**config.mk**
```make
export PLATFORM = sky130hd
export DESIGN_NAME = memaccess
export DESIGN_NICKNAME = d
export VERILOG_FILES = /design/src/rtl/bexkat1Def.sv /design/src/rtl/mem_lane.sv /design/src/rtl/memaccess.sv
export SDC_FILE = /design/constraint.sdc
export NUM_CORES = 1
export LEC_CHECK = 0
export ABC_AREA = 1
export ABC_CLOCK_PERIOD_IN_PS = 2790
export CAP_MARGIN = 0
export CORE_MARGIN = 10
export CORE_UTILIZATION = 46
export CTS_CLUSTER_SIZE = 30
export DETAILED_ROUTE_END_ITERATION = 16
export GPL_ROUTABILITY_DRIVEN = 0
export PLACE_DENSITY = 0.89
export SETUP_SLACK_MARGIN = 0.02
export SLEW_MARGIN = 5
export SYNTH_ARGS = -nofsm -noshare
export SYNTH_HDL_FRONTEND = slang
export SYNTH_HIERARCHICAL = 1
export SYNTH_SLANG_ARGS = --single-unit
```
**constraint.sdc**
```tcl
create_clock -name clk_i -period 2.79 [get_ports clk_i]
set_input_delay 0.558 -clock clk_i [delete_from_list [all_inputs] [get_ports clk_i]]
set_output_delay 0.558 -clock clk_i [all_outputs]
set_load 0.01 [all_outputs]
```
**src/rtl/bexkat1Def.sv**
```systemverilog
// bexkat1Def: shared instruction types and memory-stage definitions
package bexkat1Def;
  localparam logic [3:0] T_ALU = 4'h0;
  localparam logic [3:0] T_LOAD = 4'h7;
  localparam logic [3:0] T_STORE = 4'h8;
  localparam logic [7:0] MEM_TIMEOUT = 8'd255;
  typedef enum logic [1:0] {SZ_WORD = 2'b00, SZ_HALF = 2'b01, SZ_BYTE = 2'b10, SZ_WORDX = 2'b11} memsize_t;
  typedef enum logic [1:0] {S_IDLE, S_BUS, S_DONE} memstate_t;
  function automatic logic is_aligned(memsize_t sz, logic [1:0] a);
    return sz == SZ_BYTE || (sz == SZ_HALF ? !a[0] : a == 2'b00);
  endfunction
endpackage

```
**src/rtl/mem_lane.sv**
```systemverilog
// mem_lane: big-endian byte-lane steering for sel, store replication and load extraction
module mem_lane
  import bexkat1Def::*;
(
  input  logic [1:0]  size,
  input  logic [1:0]  adr,
  input  logic [31:0] wdata,
  input  logic [31:0] rraw,
  output logic [3:0]  sel,
  output logic [31:0] wdat,
  output logic [31:0] rdat
);
  logic [31:0] bsh;
  assign bsh = rraw >> {~adr, 3'b000};
  assign sel = size == SZ_BYTE ? 4'b1000 >> adr : size == SZ_HALF ? (adr[1] ? 4'b0011 : 4'b1100) : 4'b1111;
  assign wdat = size == SZ_BYTE ? {4{wdata[7:0]}} : size == SZ_HALF ? {2{wdata[15:0]}} : wdata;
  assign rdat = size == SZ_BYTE ? {24'd0, bsh[7:0]} : size == SZ_HALF ? {16'd0, adr[1] ? rraw[15:0] : rraw[31:16]} : rraw;
endmodule

```
**src/rtl/memaccess.sv**
```systemverilog
// memaccess: memory pipeline stage driving a Wishbone-style master with timeout and stall handling
module memaccess
  import bexkat1Def::*;
(
  input  logic        clk_i,
  input  logic        rst_ni,
  input  logic [63:0] ir_i,
  input  logic [31:0] pc_i,
  input  logic [31:0] result_i,
  input  logic [31:0] reg_data1_i,
  input  logic [1:0]  reg_write_i,
  output logic [63:0] ir_o,
  output logic [31:0] pc_o,
  output logic [31:0] result_o,
  output logic [1:0]  reg_write_o,
  input  logic        stall_i,
  output logic        stall_o,
  output logic        bus_cyc_o,
  output logic        bus_stb_o,
  output logic        bus_we_o,
  output logic [31:0] bus_adr_o,
  output logic [3:0]  bus_sel_o,
  output logic [31:0] bus_dat_o,
  input  logic [31:0] bus_dat_i,
  input  logic        bus_ack_i,
  output logic        fault_o
);
  memstate_t state;
  memsize_t size;
  logic [7:0] cnt;
  logic [31:0] dat_q, wdat, rdat;
  logic [3:0] sel;
  logic err_q, is_load, mem_op, accept, tmo, fin, ld_ok;
  assign size = memsize_t'(ir_i[25:24]);
  assign is_load = ir_i[31:28] == T_LOAD;
  assign mem_op = is_load || ir_i[31:28] == T_STORE;
  assign accept = mem_op && is_aligned(size, result_i[1:0]);
  assign tmo = state == S_BUS && !bus_ack_i && cnt == MEM_TIMEOUT - 8'd1;
  assign fin = state == S_DONE || (state == S_BUS && (bus_ack_i || tmo));
  assign ld_ok = is_load && !(state == S_DONE ? err_q : tmo);
  // completion cycles release execute so the finished op is not re-issued
  assign stall_o = stall_i || (state == S_IDLE ? accept : !fin);
  mem_lane u_lane (
    .size  (size),
    .adr   (result_i[1:0]),
    .wdata (reg_data1_i),
    .rraw  (state == S_DONE ? dat_q : bus_dat_i),
    .sel   (sel),
    .wdat  (wdat),
    .rdat  (rdat)
  );
  always_ff @(posedge clk_i or negedge rst_ni) begin
    if (!rst_ni) begin
      state <= S_IDLE;
      cnt <= '0;
      dat_q <= '0;
      err_q <= 1'b0;
      ir_o <= '0;
      pc_o <= '0;
      result_o <= '0;
      reg_write_o <= '0;
      fault_o <= 1'b0;
      bus_cyc_o <= 1'b0;
      bus_stb_o <= 1'b0;
      bus_we_o <= 1'b0;
      bus_adr_o <= '0;
      bus_sel_o <= '0;
      bus_dat_o <= '0;
    end else begin
      fault_o <= 1'b0;
      if (fin) begin
        bus_cyc_o <= 1'b0;
        bus_stb_o <= 1'b0;
        bus_we_o <= 1'b0;
        bus_sel_o <= '0;
        fault_o <= tmo;
      end
      if (fin && !stall_i) begin
        state <= S_IDLE;
        ir_o <= ir_i;
        pc_o <= pc_i;
        result_o <= ld_ok ? rdat : result_i;
        reg_write_o <= ld_ok ? 2'b11 : 2'b00;
      end else if (fin && state == S_BUS) begin
        state <= S_DONE;
        dat_q <= bus_dat_i;
        err_q <= tmo;
      end else if (state == S_BUS) begin
        cnt <= cnt + 8'd1;
        if (!stall_i) begin
          ir_o <= '0;
          reg_write_o <= '0;
        end
      end else if (state == S_IDLE && !stall_i) begin
        if (accept) begin
          state <= S_BUS;
          cnt <= '0;
          bus_cyc_o <= 1'b1;
          bus_stb_o <= 1'b1;
          bus_we_o <= !is_load;
          bus_adr_o <= {result_i[31:2], 2'b00};
          bus_sel_o <= sel;
          bus_dat_o <= wdat;
          ir_o <= '0;
          reg_write_o <= '0;
        end else begin
          ir_o <= ir_i;
          pc_o <= pc_i;
          result_o <= result_i;
          reg_write_o <= mem_op ? 2'b00 : reg_write_i;
          fault_o <= mem_op;
        end
      end
    end
  end
endmodule

```
# Yosys cells after proc, flatten, opt, wreduce, memory -nomap -nowiden
# Cells that the tools add are included.
dict set report word_totals {
  input_bits 198
  word_cells 142
  out_inout_bits 203
  regBits 243
}
dict set report op_classes {
  n_reduce_logical 33
  n_addsub 1
  shift 2
  mux 75
  n_eq_ne 12
  bitwise_logic 4
}
# cell count
set ops {}
lappend ops {{32-bit 2-to-1 mux} 16}
lappend ops {{64-bit 2-to-1 mux} 6}
lappend ops {{4-bit 2-to-1 mux} 9}
lappend ops {{32-bit by 5-bit >> shifter with 8-bit output} 1}
lappend ops {{1-bit 2-to-1 mux} 27}
lappend ops {{2-bit 2-to-1 mux} 13}
lappend ops {{8-bit 2-to-1 mux} 3}
lappend ops {{16-bit 2-to-1 mux} 1}
lappend ops {{3-bit nonzero test} 3}
lappend ops {{8-bit by 1-bit adder with 8-bit output, second input constant} 1}
lappend ops {{8-bit equality test, second input constant} 1}
lappend ops {{1-bit logical AND} 8}
lappend ops {{4-bit AND reduction} 2}
lappend ops {{1-bit zero test} 6}
lappend ops {{3-bit AND reduction} 2}
lappend ops {{2-bit nonzero test} 3}
lappend ops {{1-bit logical OR} 5}
lappend ops {{5-bit AND reduction} 1}
lappend ops {{2-bit by 1-bit equality test with 1-bit output, second input constant} 2}
lappend ops {{2-bit equality test, second input constant} 2}
lappend ops {{4-bit by 3-bit equality test with 1-bit output, second input constant} 1}
lappend ops {{4-bit equality test, second input constant} 1}
lappend ops {{2-bit zero test} 2}
lappend ops {{2-bit by 1-bit inequality test with 1-bit output, second input constant} 2}
lappend ops {{7 further kinds} 9}

# Longest topological paths before layout
dict set report depth {
  ltp_word 12
  ltp_mapped 19
  depth_no_buf 17
}

# Cells and area by module
# Netlist, hierarchy kept.
# mod n_inst area_per_inst_um2 cells_per_inst seq_area_each_um2
set by_module_without_submodules {}
lappend by_module_without_submodules {memaccess 1 10771.6 1377 6080.8}
lappend by_module_without_submodules {mem_lane 1 1237.4 289 0.0}

# Least setup slack after synthesis
# OpenSTA, ideal clock, no wires.
dict set report synth_path {
  path_kind {flip-flop to flip-flop}
  startpoint {register state[0]}
  endpoint {register result_o[6]}
  setup_time_ns 0.065
  synth_period_minus_slack_ns 2.026
  slack_ns 0.764
  arrival_ns 1.961
  stages_incl_launch_ff 20
  required_ns 2.725
  path_cell_list {dfrtp_1 -> inv_1 -> nand2_1 -> inv_1 -> clkbuf_1 -> clkbuf_1 -> nand2_1 -> o21ai_0 -> nand2_1 -> nand2_1 -> nand2_1 -> nand2_1 -> nand2_1 -> nand2_1 -> nand3_1 -> nand2_1 -> nand2_1 -> nand2_1 -> nand2_1 -> nand2_1}
}
# item line_no
set synth_lines {}
lappend synth_lines {{start, declared} memaccess.sv:28} ;# memstate_t state;
lappend synth_lines {{start signal, assigned} memaccess.sv:54} ;# state <= S_IDLE;
lappend synth_lines {{start signal, assigned} memaccess.sv:79} ;# state <= S_IDLE;
lappend synth_lines {{start signal, assigned} memaccess.sv:85} ;# state <= S_DONE;
lappend synth_lines {{2-bit equality test (*)} memaccess.sv:47} ;# .rraw (state == S_DONE ? dat_q : bus_dat_i),
lappend synth_lines {{32-bit 2-to-1 mux (*)} memaccess.sv:47}
lappend synth_lines {{branches (longest 2 deep; another with 32-bit by 5-bit >> shifter with 8-bit output)} -}
lappend synth_lines {{32-bit 2-to-1 mux (*)} mem_lane.sv:17} ;# assign rdat = size == SZ_BYTE ? {24'd0, bsh[7:0]} : size == SZ_HALF ? {16'd0, adr[1] ? rraw[15:0] : rraw[31:16 ...
lappend synth_lines {{named net rdat[6]} memaccess.sv:31} ;# logic [31:0] dat_q, wdat, rdat;
lappend synth_lines {{32-bit 2-to-1 mux (*)} memaccess.sv:82} ;# result_o <= ld_ok ? rdat : result_i;
lappend synth_lines {{32-bit 2-to-1 mux (*)} memaccess.sv:78} ;# if (fin && !stall_i) begin
lappend synth_lines {{end signal, assigned} memaccess.sv:82}
lappend synth_lines {{end signal, assigned} memaccess.sv:109} ;# result_o <= result_i;
lappend synth_lines {{end, declared} memaccess.sv:14} ;# output logic [31:0] result_o,
# Mark *: on every way through the listed nets, which the timed path passes.
# A chain may end at the register's enable or synchronous reset.

# Worst setup path after layout
dict set report layout_path {
  startpoint {register cnt[0]}
  endpoint {output port stall_o}
}
dict set report layout_between {
  elab_chain_cells 8
}
# item line_no
set layout_lines {}
lappend layout_lines {{start, declared} memaccess.sv:30} ;# logic [7:0] cnt;
lappend layout_lines {{start signal, assigned} memaccess.sv:89} ;# cnt <= cnt + 8'd1;
lappend layout_lines {{8-bit equality test} memaccess.sv:38} ;# assign tmo = state == S_BUS && !bus_ack_i && cnt == MEM_TIMEOUT - 8'd1;
lappend layout_lines {{1-bit logical AND} memaccess.sv:38}
lappend layout_lines {{1-bit logical OR} memaccess.sv:39} ;# assign fin = state == S_DONE || (state == S_BUS && (bus_ack_i || tmo));
lappend layout_lines {{1-bit logical AND} memaccess.sv:39}
lappend layout_lines {{1-bit logical OR} memaccess.sv:39}
lappend layout_lines {{1-bit zero test} memaccess.sv:42} ;# assign stall_o = stall_i || (state == S_IDLE ? accept : !fin);
lappend layout_lines {{1-bit 2-to-1 mux} memaccess.sv:42}
lappend layout_lines {{1-bit logical OR} memaccess.sv:42}
lappend layout_lines {{end, declared} memaccess.sv:17} ;# output logic stall_o,
# No other way between the ends.

==> results.py <==
metrics = {
    "die": {
        "initial_utilization_pct": 46.48,
        "dieWidth_um": 181.6,
        "die_height_um": 181.6,
        "core_mm2": 0.02584,
        "io_pins": 401,
        "rows": 59,
        "die-area_mm2": 0.03297,
    },
    "cells_and_area": {
        "fillerInstances": 2058,
        "mostFrequentLayoutCells": "nand2_1, clkdlybuf4s50_1, dfrtp_1",
        "nNetsFinal": 2241,
        "drive_gt1_share_pct": 4.810,
        "finalInstanceArea_mm2": 0.01714,
        "finalNonFillerCells": 2397,
        "syn_to_final_growth_pct": 42.71,
        "final_common_cell": "nand2_1",
    },
    "sta": {
        "period_minus_slack_ns": 2.639,
        "max_freq_ghz": 0.3789,
        "fin_skew_ns": 0.007129,
        "slew_violations": 0,
        "setup_viol": 0,
        "whs_ns": -0.001070,
        "max_slew_margin_pct": 28.87,
        "worst_slew_pin_slew_ns": 1.065,
        "min_period_over_period_pct": 94.60,
        "rsz0062_at_grt": "no",
        "final-hold-violation-count": 1,
        "finalWorstSetupSlack_ns": 0.1507,
    },
    "global_route": {
        "grt_max_degree": 70,
        "antenna_found_initial": 4,
        "grt_pass1_wl_mm": 67.30,
        "grt_overflow": 0,
        "grt_pass1_vias": 12150,
        "groute.usage.overall_pct": 25.26,
    },
    "setup_path": {
        "path_max_fanout": 5,
        "required_ns": 2.23,
        "critPathCaptureType": "output port",
        "worst-setup-path-type": "flip-flop to output port",
        "startpoint_type": "flip-flop",
        "cp.arrival_ns": 2.08,
        "reg2reg_slack_ns": 0.41,
    },
    "placement": {
        "dpl-instance-area_mm2": 0.01635,
        "dp_cells": 2348,
        "place.detailed.hpwl_mm": 33.01,
        "io_buffers": 398,
        "pre_cts_ws_ns": -0.1689,
    },
    "clock_tree": {
        "numCtsBuffers": 26,
        "clockBufferDepth": 3,
        "clk_pin_slew_worst_paths_ns": 0.06,
        "cts_sinks": 243,
        "cts_tree": "built",
        "clk_latency_ns": 0.52,
        "cts_max_level": 1,
        "hold_buffers": 0,
        "cts-root-buf": "clkbuf_16",
    },
    "yosys": {
        "syn_inst": 1666,
        "seq_area_frac_synth_pct": 50.64,
        "ys_ff_latch": 243,
        "syn_avg_cell_area_um2": 7.208,
        "syn_area_mm2": 0.01201,
        "yosys_warnings": 6,
        "synth.distinct_cells": 30,
    },
    "route": {
        "wl_per_cell_um": 18.06,
        "ant_nets": 0,
        "num_vias": 12150,
        "drt_wl_total_mm": 43.28,
        "drt-pass1-iter-count": 7,
        "drc": 0,
        "drtIter0Drc": 1105,
        "routed_via_density": 5.070,
    },
    "min_path": {
        "hp-class": "input port to asynchronous set/reset pin",
    },
    "run_status": {
        "violations": "hold timing",
        "status": "complete, but fails checks",
    },
    "pwr": {
        "power_density_mw_per_mm2": 1022,
        "leakage_nw": 8.895,
        "peakVddDrop_mv": 0.7275,
    },
    "run": {
        "maxCapViolCount": 0,
    },
}
[per-layer routing]
metal  part of all wire [%]  global-route usage (%)
met3                    9.5                   7.515
met1                     37                   27.94
met4                    5.0                   12.04
met2                     49                   43.58
met5                      0                       0
[worst max-delay path, cell delays in order (launching register included)]
cell,delay [ns]
dfrtp_1,0.38
inv_1,0.09
ha_1,0.19
inv_1,0.05
nor2_1,0.04
nand3_2,0.08
nand3_2,0.12
nand2_4,0.10
inv_2,0.05
nor2_4,0.15
dlygate4sd2_1,0.31
[cells by family (layout without fill, tap and decap cells)]
kind of cell | Yosys count | count (layout) | synth area share, %
AO/OA/AOI/OAI | 155 | 155 | 6.491
adder cells (fa/ha/maj) | 2 | 2 | 0.2083
flip-flops | 243 | 243 | 50.64
AND/OR/NAND/NOR | 1028 | 1028 | 33.63
buffers and inverters | 231 | 622 | 8.564
other | 1 | 6 | 0.03123
XOR/XNOR | 6 | 6 | 0.4377
[registers in the layout (all words and copies together), names as in the netlist, 4 cells and up]
signal,flops
dat_q,32
result_o,32
bus_dat_o,32
ir_o,64
pc_o,32
cnt,8
bus_adr_o,30
bus_sel_o,4
[area by class of cell]
class | instances | area, um2 | share of cell area (%)
Sequential cell | 243 | 6081 | 35.48
Multi-Input combinational cell | 1193 | 4921 | 28.71
Timing Repair Buffer | 440 | 4418 | 25.78
Clock buffer | 41 | 748.2 | 4.366
Inverter | 137 | 514.2 | 3.001
Tap cell | 335 | 419.2 | 2.446
Clock inverter | 4 | 26.28 | 0.1533
Antenna cell | 4 | 10.01 | 0.05841
[Yosys cell counts]
library cell	count	area, um2
clkbuf_8	1	13.76
buf_2	34	170.2
nor2_8	1	20.02
a21oi_1	8	40.04
inv_1	130	488.0
o21ai_2	1	8.760
dfrtp_1	243	6081
nand3b_1	1	7.510
nor2_2	1	6.260
xor2_1	3	26.28
nor2_1	52	195.2
clkbuf_1	33	123.9
ha_1	2	25.02
xnor2_1	3	26.28
inv_2	7	26.28
nand3_2	4	40.04
buf_1	2	7.510
conb_1	1	3.750
nand4_1	4	25.02
buf_6	3	33.78
buf_4	20	150.1
nor2_4	4	45.04
o21ai_1	10	50.05
buf_8	1	15.01
nor3_1	1	5.000
nand2_4	2	22.52
nand2_2	1	6.260
nand3_1	59	295.3
o21ai_0	136	680.7
nand2_1	898	3371
[through the flow]
step | power (mW) | TNS, ns | utilization [%]
6_report | 17.52 | 0 | 66.33
5_1_grt | 18.70 | 0 | 66.33
4_1_cts | 17.63 | 0 | 66.27
3_5_place_dp | 14.35 | -0.2083 | 63.28
3_3_place_gp | 14.03 | -0.2244 | 63.28
2_1_floorplan | 9.687 | 0 | -
[timing repair]
action                                  in CTS  in global routing
buffers inserted                             0                  0
gates resized for setup                      1                  2
endpoints found under the setup margin       1                  1
[power breakdown]
group	switching, mW	total [mW]	leakage [nW]	internal (mW)
logic	4.45	8.27	5.41	3.82
registers	0.915	6.05	3.11	5.14
clock network	1.37	3.19	0.373	1.83
total	6.73	17.5	8.90	10.8
[final timing paths]
kind,from,to,cells after the start
min in group clk_i,pc_o[19]$_DFFE_PN0P_,pc_o[19]$_DFFE_PN0P_,2
max in group asynchronous,rst_ni,ir_o[32]$_DFFE_PN0P_,2
worst max register to register,state[0]$_DFFE_PN0P_,result_o[6]$_DFFE_PN0P_,17
worst min register to register,pc_o[19]$_DFFE_PN0P_,pc_o[19]$_DFFE_PN0P_,2
worst min-delay path,rst_ni,bus_dat_o[2]$_DFFE_PN0P_,1
worst max-delay path,cnt[0]$_DFFE_PN0P_,stall_o,10
Power figures use the tool's default switching activity.
